`config.mk`:
```
export PLATFORM = sky130hd
export DESIGN_NAME = mil_txd_word
export DESIGN_NICKNAME = d
export VERILOG_FILES = /design/src/rtl/mil_pkg.sv /design/src/rtl/mil_half_tick.sv /design/src/rtl/mil_txd_word.sv
export SDC_FILE = /design/constraint.sdc
export NUM_CORES = 1
export LEC_CHECK = 0
export ABC_CLOCK_PERIOD_IN_PS = 4800
export CAP_MARGIN = 20
export CORE_ASPECT_RATIO = 0.9
export CORE_MARGIN = 2
export CORE_UTILIZATION = 45
export CTS_CLUSTER_SIZE = 24
export DETAILED_ROUTE_END_ITERATION = 7
export GPL_ROUTABILITY_DRIVEN = 0
export GPL_TIMING_DRIVEN = 0
export HOLD_SLACK_MARGIN = 0.06
export PLACE_DENSITY = 0.67
export SLEW_MARGIN = 20
export SYNTH_ARGS = -nofsm -noshare
export SYNTH_HDL_FRONTEND = slang
export SYNTH_SLANG_ARGS = --single-unit
```
`constraint.sdc`:
```
create_clock -name clk -period 4.8 [get_ports clk]
set_input_delay 0.96 -clock clk [delete_from_list [all_inputs] [get_ports clk]]
set_output_delay 0.96 -clock clk [all_outputs]
set_load 0.02 [all_outputs]
```
`src/rtl/mil_pkg.sv`:
```
// Shared constants and state encoding for the Manchester-II word path.
// Used by the transmitter (mil_txd_word) and by the receive stage's
// sync-length check, so the timing constants live here rather than in
// either block.
//   BIT_CLK     : clk cycles per bit time
//   HALF_CLK    : clk cycles per half-bit (BIT_CLK must be even)
//   SYNC_HALVES : half-bits spent on the sync pattern
//   DATA_BITS   : payload bits per word
//   WORD_HALVES : half-bits per word (sync + data + parity)
package mil_pkg;

  localparam int FCLK_HZ     = 50_000_000;
  localparam int TX_BPS      = 1_000_000;
  localparam int BIT_CLK     = FCLK_HZ / TX_BPS;
  localparam int HALF_CLK    = BIT_CLK / 2;
  localparam int SYNC_HALVES = 6;
  localparam int DATA_BITS   = 16;
  localparam int WORD_HALVES = 40;

  localparam logic [1:0] ST_IDLE = 2'd0;
  localparam logic [1:0] ST_SYNC = 2'd1;
  localparam logic [1:0] ST_DATA = 2'd2;
  localparam logic [1:0] ST_PAR  = 2'd3;

  typedef logic [DATA_BITS-1:0] mil_word_t;

  // Parity bit that makes the total count of ones (data + parity) odd.
  function automatic logic odd_parity_bit(input mil_word_t d);
    return ~^d;
  endfunction

endpackage

```
`src/rtl/mil_half_tick.sv`:
```
// Half-bit timebase for the Manchester transmitter.
// Counts 0..HALF-1 while run is high and wraps; ce_half marks the last clk
// of each half-bit. restart forces the count back to 0 so a newly accepted
// word always starts on a fresh half-bit, even back-to-back.
// Ports:
//   clk, rst  : clock, asynchronous active-high clear
//   run       : count enable (a word is on the line)
//   restart   : synchronous return to count 0
//   ce_half   : high in the last clk of each half-bit
module mil_half_tick #(
  parameter int HALF = mil_pkg::HALF_CLK
) (
  input  logic clk,
  input  logic rst,
  input  logic run,
  input  logic restart,
  output logic ce_half
);

  localparam logic [5:0] LAST = 6'(HALF - 1);

  logic [5:0] cnt;

  always_ff @(posedge clk or posedge rst) begin
    if (rst) begin
      cnt <= 6'd0;
    end else if (restart) begin
      cnt <= 6'd0;
    end else if (run) begin
      cnt <= (cnt == LAST) ? 6'd0 : cnt + 6'd1;
    end
  end

  assign ce_half = run & (cnt == LAST);

endmodule

```
`src/rtl/mil_txd_word.sv`:
```
// MIL-STD-1553-style Manchester-II word transmitter.
// Sends a 3-bit-time sync, 16 data bits MSB first and an odd-parity bit
// (20 bit times) on a differential pair. Words may follow each other with
// no gap when a new start is accepted in the last clk of the parity bit.
// Ports:
//   clk, rst   : clock, asynchronous active-high reset
//   tx_start   : send request, taken only while tx_ready=1
//   tx_dat     : word to send, latched on acceptance
//   tx_cw      : 1 = command/status sync, 0 = data sync
//   tx_ready   : a start would be accepted this cycle
//   tx_busy    : a word is on the line
//   tx_done    : pulse in the last clk of the parity bit
//   TXP, TXN   : line drive; high = 10, low = 01, idle = 00
//
// state | meaning
// IDLE  | line idle (00), waiting for a start
// SYNC  | half-bits 0..5: sync pattern, polarity from tx_cw
// DATA  | half-bits 6..37: 16 Manchester data bits from the shift register
// PAR   | half-bits 38..39: odd-parity bit
module mil_txd_word
  import mil_pkg::*;
#(
  parameter int Fclk  = 50_000_000,
  parameter int TXvel = 1_000_000
) (
  input  logic        clk,
  input  logic        rst,
  input  logic        tx_start,
  input  logic [15:0] tx_dat,
  input  logic        tx_cw,
  output logic        tx_ready,
  output logic        tx_busy,
  output logic        tx_done,
  output logic        TXP,
  output logic        TXN
);

  localparam int HALF = (Fclk / TXvel) / 2;

  localparam logic [5:0] IDX_SYNC_MID  = 6'(SYNC_HALVES / 2);
  localparam logic [5:0] IDX_SYNC_LAST = 6'(SYNC_HALVES - 1);
  localparam logic [5:0] IDX_DATA_LAST = 6'(WORD_HALVES - 3);
  localparam logic [5:0] IDX_LAST      = 6'(WORD_HALVES - 1);

  logic [1:0] state, state_n;
  logic [5:0] idx, idx_n;
  mil_word_t  sr, sr_n;
  logic       par, par_n;
  logic       cw, cw_n;
  logic       ce_half;
  logic       word_end;
  logic       accept;
  logic       level_n;
  logic       drive_n;

  mil_half_tick #(.HALF(HALF)) u_half_tick (
    .clk     (clk),
    .rst     (rst),
    .run     (tx_busy),
    .restart (accept),
    .ce_half (ce_half)
  );

  assign word_end = (state == ST_PAR) & ce_half & (idx == IDX_LAST);
  assign tx_ready = (state == ST_IDLE) | word_end;
  assign accept   = tx_start & tx_ready;
  assign tx_done  = word_end;
  assign tx_busy  = (state != ST_IDLE);

  always_comb begin
    state_n = state;
    idx_n   = idx;
    sr_n    = sr;
    par_n   = par;
    cw_n    = cw;
    if (accept) begin
      state_n = ST_SYNC;
      idx_n   = 6'd0;
      sr_n    = tx_dat;
      par_n   = odd_parity_bit(tx_dat);
      cw_n    = tx_cw;
    end else if (word_end) begin
      state_n = ST_IDLE;
      idx_n   = 6'd0;
    end else if (ce_half && (state != ST_IDLE)) begin
      idx_n = idx + 6'd1;
      if ((state == ST_SYNC) && (idx == IDX_SYNC_LAST)) state_n = ST_PAR - 2'd1;
      if (state == ST_DATA) begin
        // Shift after the second half of each bit so sr[MSB] is the next bit.
        if (idx[0]) sr_n = {sr[DATA_BITS-2:0], 1'b0};
        if (idx == IDX_DATA_LAST) state_n = ST_PAR;
      end
    end
  end

  // Line level is decoded from the next-state values so the registered
  // outputs change on the same edge as the state they belong to.
  always_comb begin
    level_n = 1'b0;
    drive_n = 1'b0;
    case (state_n)
      ST_SYNC: begin
        drive_n = 1'b1;
        level_n = (idx_n < IDX_SYNC_MID) ? cw_n : ~cw_n;
      end
      ST_DATA: begin
        drive_n = 1'b1;
        level_n = idx_n[0] ? ~sr_n[DATA_BITS-1] : sr_n[DATA_BITS-1];
      end
      ST_PAR: begin
        drive_n = 1'b1;
        level_n = idx_n[0] ? ~par_n : par_n;
      end
      default: begin
        drive_n = 1'b0;
        level_n = 1'b0;
      end
    endcase
  end

  always_ff @(posedge clk or posedge rst) begin
    if (rst) begin
      state <= ST_IDLE;
      idx   <= 6'd0;
      sr    <= '0;
      par   <= 1'b0;
      cw    <= 1'b0;
      TXP   <= 1'b0;
      TXN   <= 1'b0;
    end else begin
      state <= state_n;
      idx   <= idx_n;
      sr    <= sr_n;
      par   <= par_n;
      cw    <= cw_n;
      TXP   <= drive_n & level_n;
      TXN   <= drive_n & ~level_n;
    end
  end

endmodule

```
==> run_results.csv <==
group,metric,value,unit
setup_path,critical_path_class,"flip-flop to primary output",
placement,placed_area,2290,µm²
hold_path,min_path_cells,2,
grt,antenna_found_initial,0,
yosys,yosysUniqueCellTypes,43,
placement,port_buffers,24,
detailed_routing,ant_nets,0,
yosys,synth_compound_area_frac,0.121,
detailed_routing,met1_length,1960,µm
yosys,yosysMostFrequentCell,"nand2_1",
yosys,synth_mux_area_frac,0.0209,
grt,grt_usage,0.180,
yosys,syn-mean-instance-area,9.26,µm²
power_and_ir_drop,peakVddDrop,234,µV
placement,dp_hpwl,2940,µm
floorplan,coreArea,4160,µm²
hold_path,hold_path.class,"flip-flop to flip-flop",
grt,grt_start_max_net_pins,35,
layout,area_growth,20.6,%
detailed_routing,vias,1543,
setup_path,worst_setup_path_start_kind,"flip-flop",
clocking,clk_pin_slew,0.07,ns
detailed_routing,wl,3910,µm
setup_path,worstPathRequired,3.84,ns
timing,setup_viol,0,
yosys,yosys.area_share.adder,0.0254,
yosys,synthesis.nets,237,
setup_path,timing.rr.end,"TXP",
timing,slew_viol_final,0,
layout,fin_cells,305,
yosys,async_reset_ff_frac,1.00,
clocking,clkSinkCount,34,
timing,fin_setup_tns,0,ns
layout,postLayoutCoreUtil,0.573,
yosys,seq_area_frac_synth,0.431,
setup_path,r2r-start,"idx[0]",
floorplan,initial_core_util,0.475,
yosys,synth_ff_type,"dfrtp_1",
run_status,run_status,"completed",
clocking,htreeDepth,2,
grt,grt_pass1_wl,6770,µm
floorplan,die_w,73.8,µm
yosys,yosys-top-cells-area,"dfrtp_1 43%, xnor2_1 8.0%, nand2_1 6.8%",
placement,dp_slack,1.85,ns
timing,skew,0.00529,ns
yosys,synthTopCellsByCount,"36 x nand2_1, 34 x dfrtp_1, 24 x nor2_1, 18 x xnor2_1, 11 x inv_1",
yosys,netlist.area_leader.share,0.431,
clocking,cts_buffers,5,
yosys,synth.largest_area_cell,"dfrtp_1",
detailed_routing,wire_per_inst,12.8,µm
clocking,cts_setup_buffers,0,
clocking,clockBufferDepth,2,
clocking,cts_hold_buf,0,
placement,dp_cells,297,
floorplan,io_pins,25,
setup_path,worst-endpoint-arrival,2.28,ns
power_and_ir_drop,finalPower,1.05,mW
layout,num_antenna_cells,0,
detailed_routing,dr.pass1.iters,4,
floorplan,die_area,4930,µm²
hold_path,hold_path_startpoint,"sr[1]",
yosys,syn_area,1970,µm²
yosys,syn_inst,213,
run,drv_cap,0,
power_and_ir_drop,p_per_area,442,nW/µm²
detailed_routing,top_layer_used,"met4",
hold_path,hold_end,"sr[1]",
yosys,synth_xor_area_frac,0.120,
setup_path,rrSetupSlack,2.37,ns
timing,slew_headroom,0.540,
timing,finalHoldWorstSlack,0.481,ns
clocking,cts_resized,0,
detailed_routing,drtIter0Drc,84,
clocking,cts-root-buf,"clkbuf_8",
yosys,yosys.area_share.simple,0.242,
setup_path,worstRegToRegCells,8,
yosys,yosysWarnings,0,
layout,fin_area,2380,µm²
power_and_ir_drop,p_leak,1.05,nW
detailed_routing,wl_met2,1750,µm
timing,fin_crit,3.24,ns
setup_path,cp-end-kind,"primary output",
clocking,cts_tree,"done",
timing,clock.fmax,309,MHz
grt,grt_pass1_vias,1485,
timing,hold_viol,0,
floorplan,rows,22,
timing,period_share,0.675,
detailed_routing,wl_met3,181,µm
yosys,synth_top_family_by_area,"simple AND/OR/NAND/NOR gates",
layout,final_nets,268,
floorplan,fp.dieH,66.8,µm
layout,drive_gt1_frac,0.114,
yosys,synth_edf_count,0,
detailed_routing,drc,0,
timing,worstMarginPinSlew,0.690,ns
clocking,clk_latency,0.28,ns
detailed_routing,viasPerCell,5.06,
yosys,yosys_register_bits,34,
timing,finalWorstSetupSlack,1.56,ns
setup_path,crit_fanout,9,
timing,rsz0062_at_grt,"no",
grt,grt-ovfl-total,0,
[worst max-delay path by stage]
| stage | startpoint | to | slack (ns) | cells past startpoint |
|---|---|---|---|---|
| global route | idx[0] | tx_ready | 1.40 | 6 |
| detailed placement | idx[0] | tx_ready | 1.85 | 6 |
| floorplan | idx[0] | tx_ready | 2.54 | 5 |
| CTS | idx[0] | tx_ready | 1.54 | 6 |
| finish | idx[0] | tx_ready | 1.56 | 6 |
| global placement | idx[0] | tx_ready | 1.86 | 6 |
[power by group]
group          leakage, nW  switching [mW]  internal, mW
clock               0.0482          0.0973         0.116
sequential           0.401          0.0766         0.376
combinational        0.600           0.193         0.192
total                 1.05           0.367         0.684
[metal layers]
metal / up-vias / GRT usage
li1: 788 / -
met1: 724 / 0.253
met2: 29 / 0.270
met3: 2 / 0.0499
met4: 0 / 0.0477
met5: - / 0
[worst max-delay path: stages (launching register included)]
cell and delay [ns]:
dfrtp_1 0.48, ha_1 0.31, nand2_2 0.09, nor4_4 0.25, nand2_2 0.17, nand2_1 0.10, clkdlybuf4s50_1 0.59
[sequential cells by signal, indices dropped and copies added, names as in the netlist]
name	count
TXN	1
sr	16
cw	1
state	2
idx	6
TXP	1
u_half_tick.cnt	6
par	1
[placed cells by master (no fill, tap or decap), types with 3 or more instances in the layout]
cell type / netlist / routed
a31oi_1: 9 / 9
dfrtp_1: 34 / 34
xor2_1: 9 / 9
nor2_1: 24 / 24
a22oi_1: 4 / 4
nand2_1: 36 / 36
xnor2_1: 18 / 18
clkbuf_8: 0 / 6
mux2i_1: 3 / 3
nor3_1: 8 / 8
nand4_1: 3 / 3
nand3_1: 4 / 4
ha_1: 4 / 4
a21oi_1: 6 / 6
nand2_2: 3 / 3
clkdlybuf4s50_1: 0 / 24
clkbuf_1: 5 / 6
inv_1: 11 / 10
[cell families (layout without fill, tap and decap cells)]
family                   count (synthesis)  count (layout)
AND/OR/NAND/NOR                         92              92
AO/OA/AOI/OAI                           33              33
buffers and inverters                   19              51
flip-flops                              34              34
multiplexers                             4               4
adder cells (fa/ha/maj)                  4               4
XOR/XNOR                                27              27
[layout make-up]
type,instances,area (µm²)
fillers,402,1780
multi-input cells,160,1040
flip-flops and latches,34,851
repair buffers,24,240
clock buffers,7,86.3
well taps,60,75.1
inverters,11,41.3
plain buffers,8,36.3
clock inverters,1,5.00
Note: power is estimated with default switching activity, not from simulation.
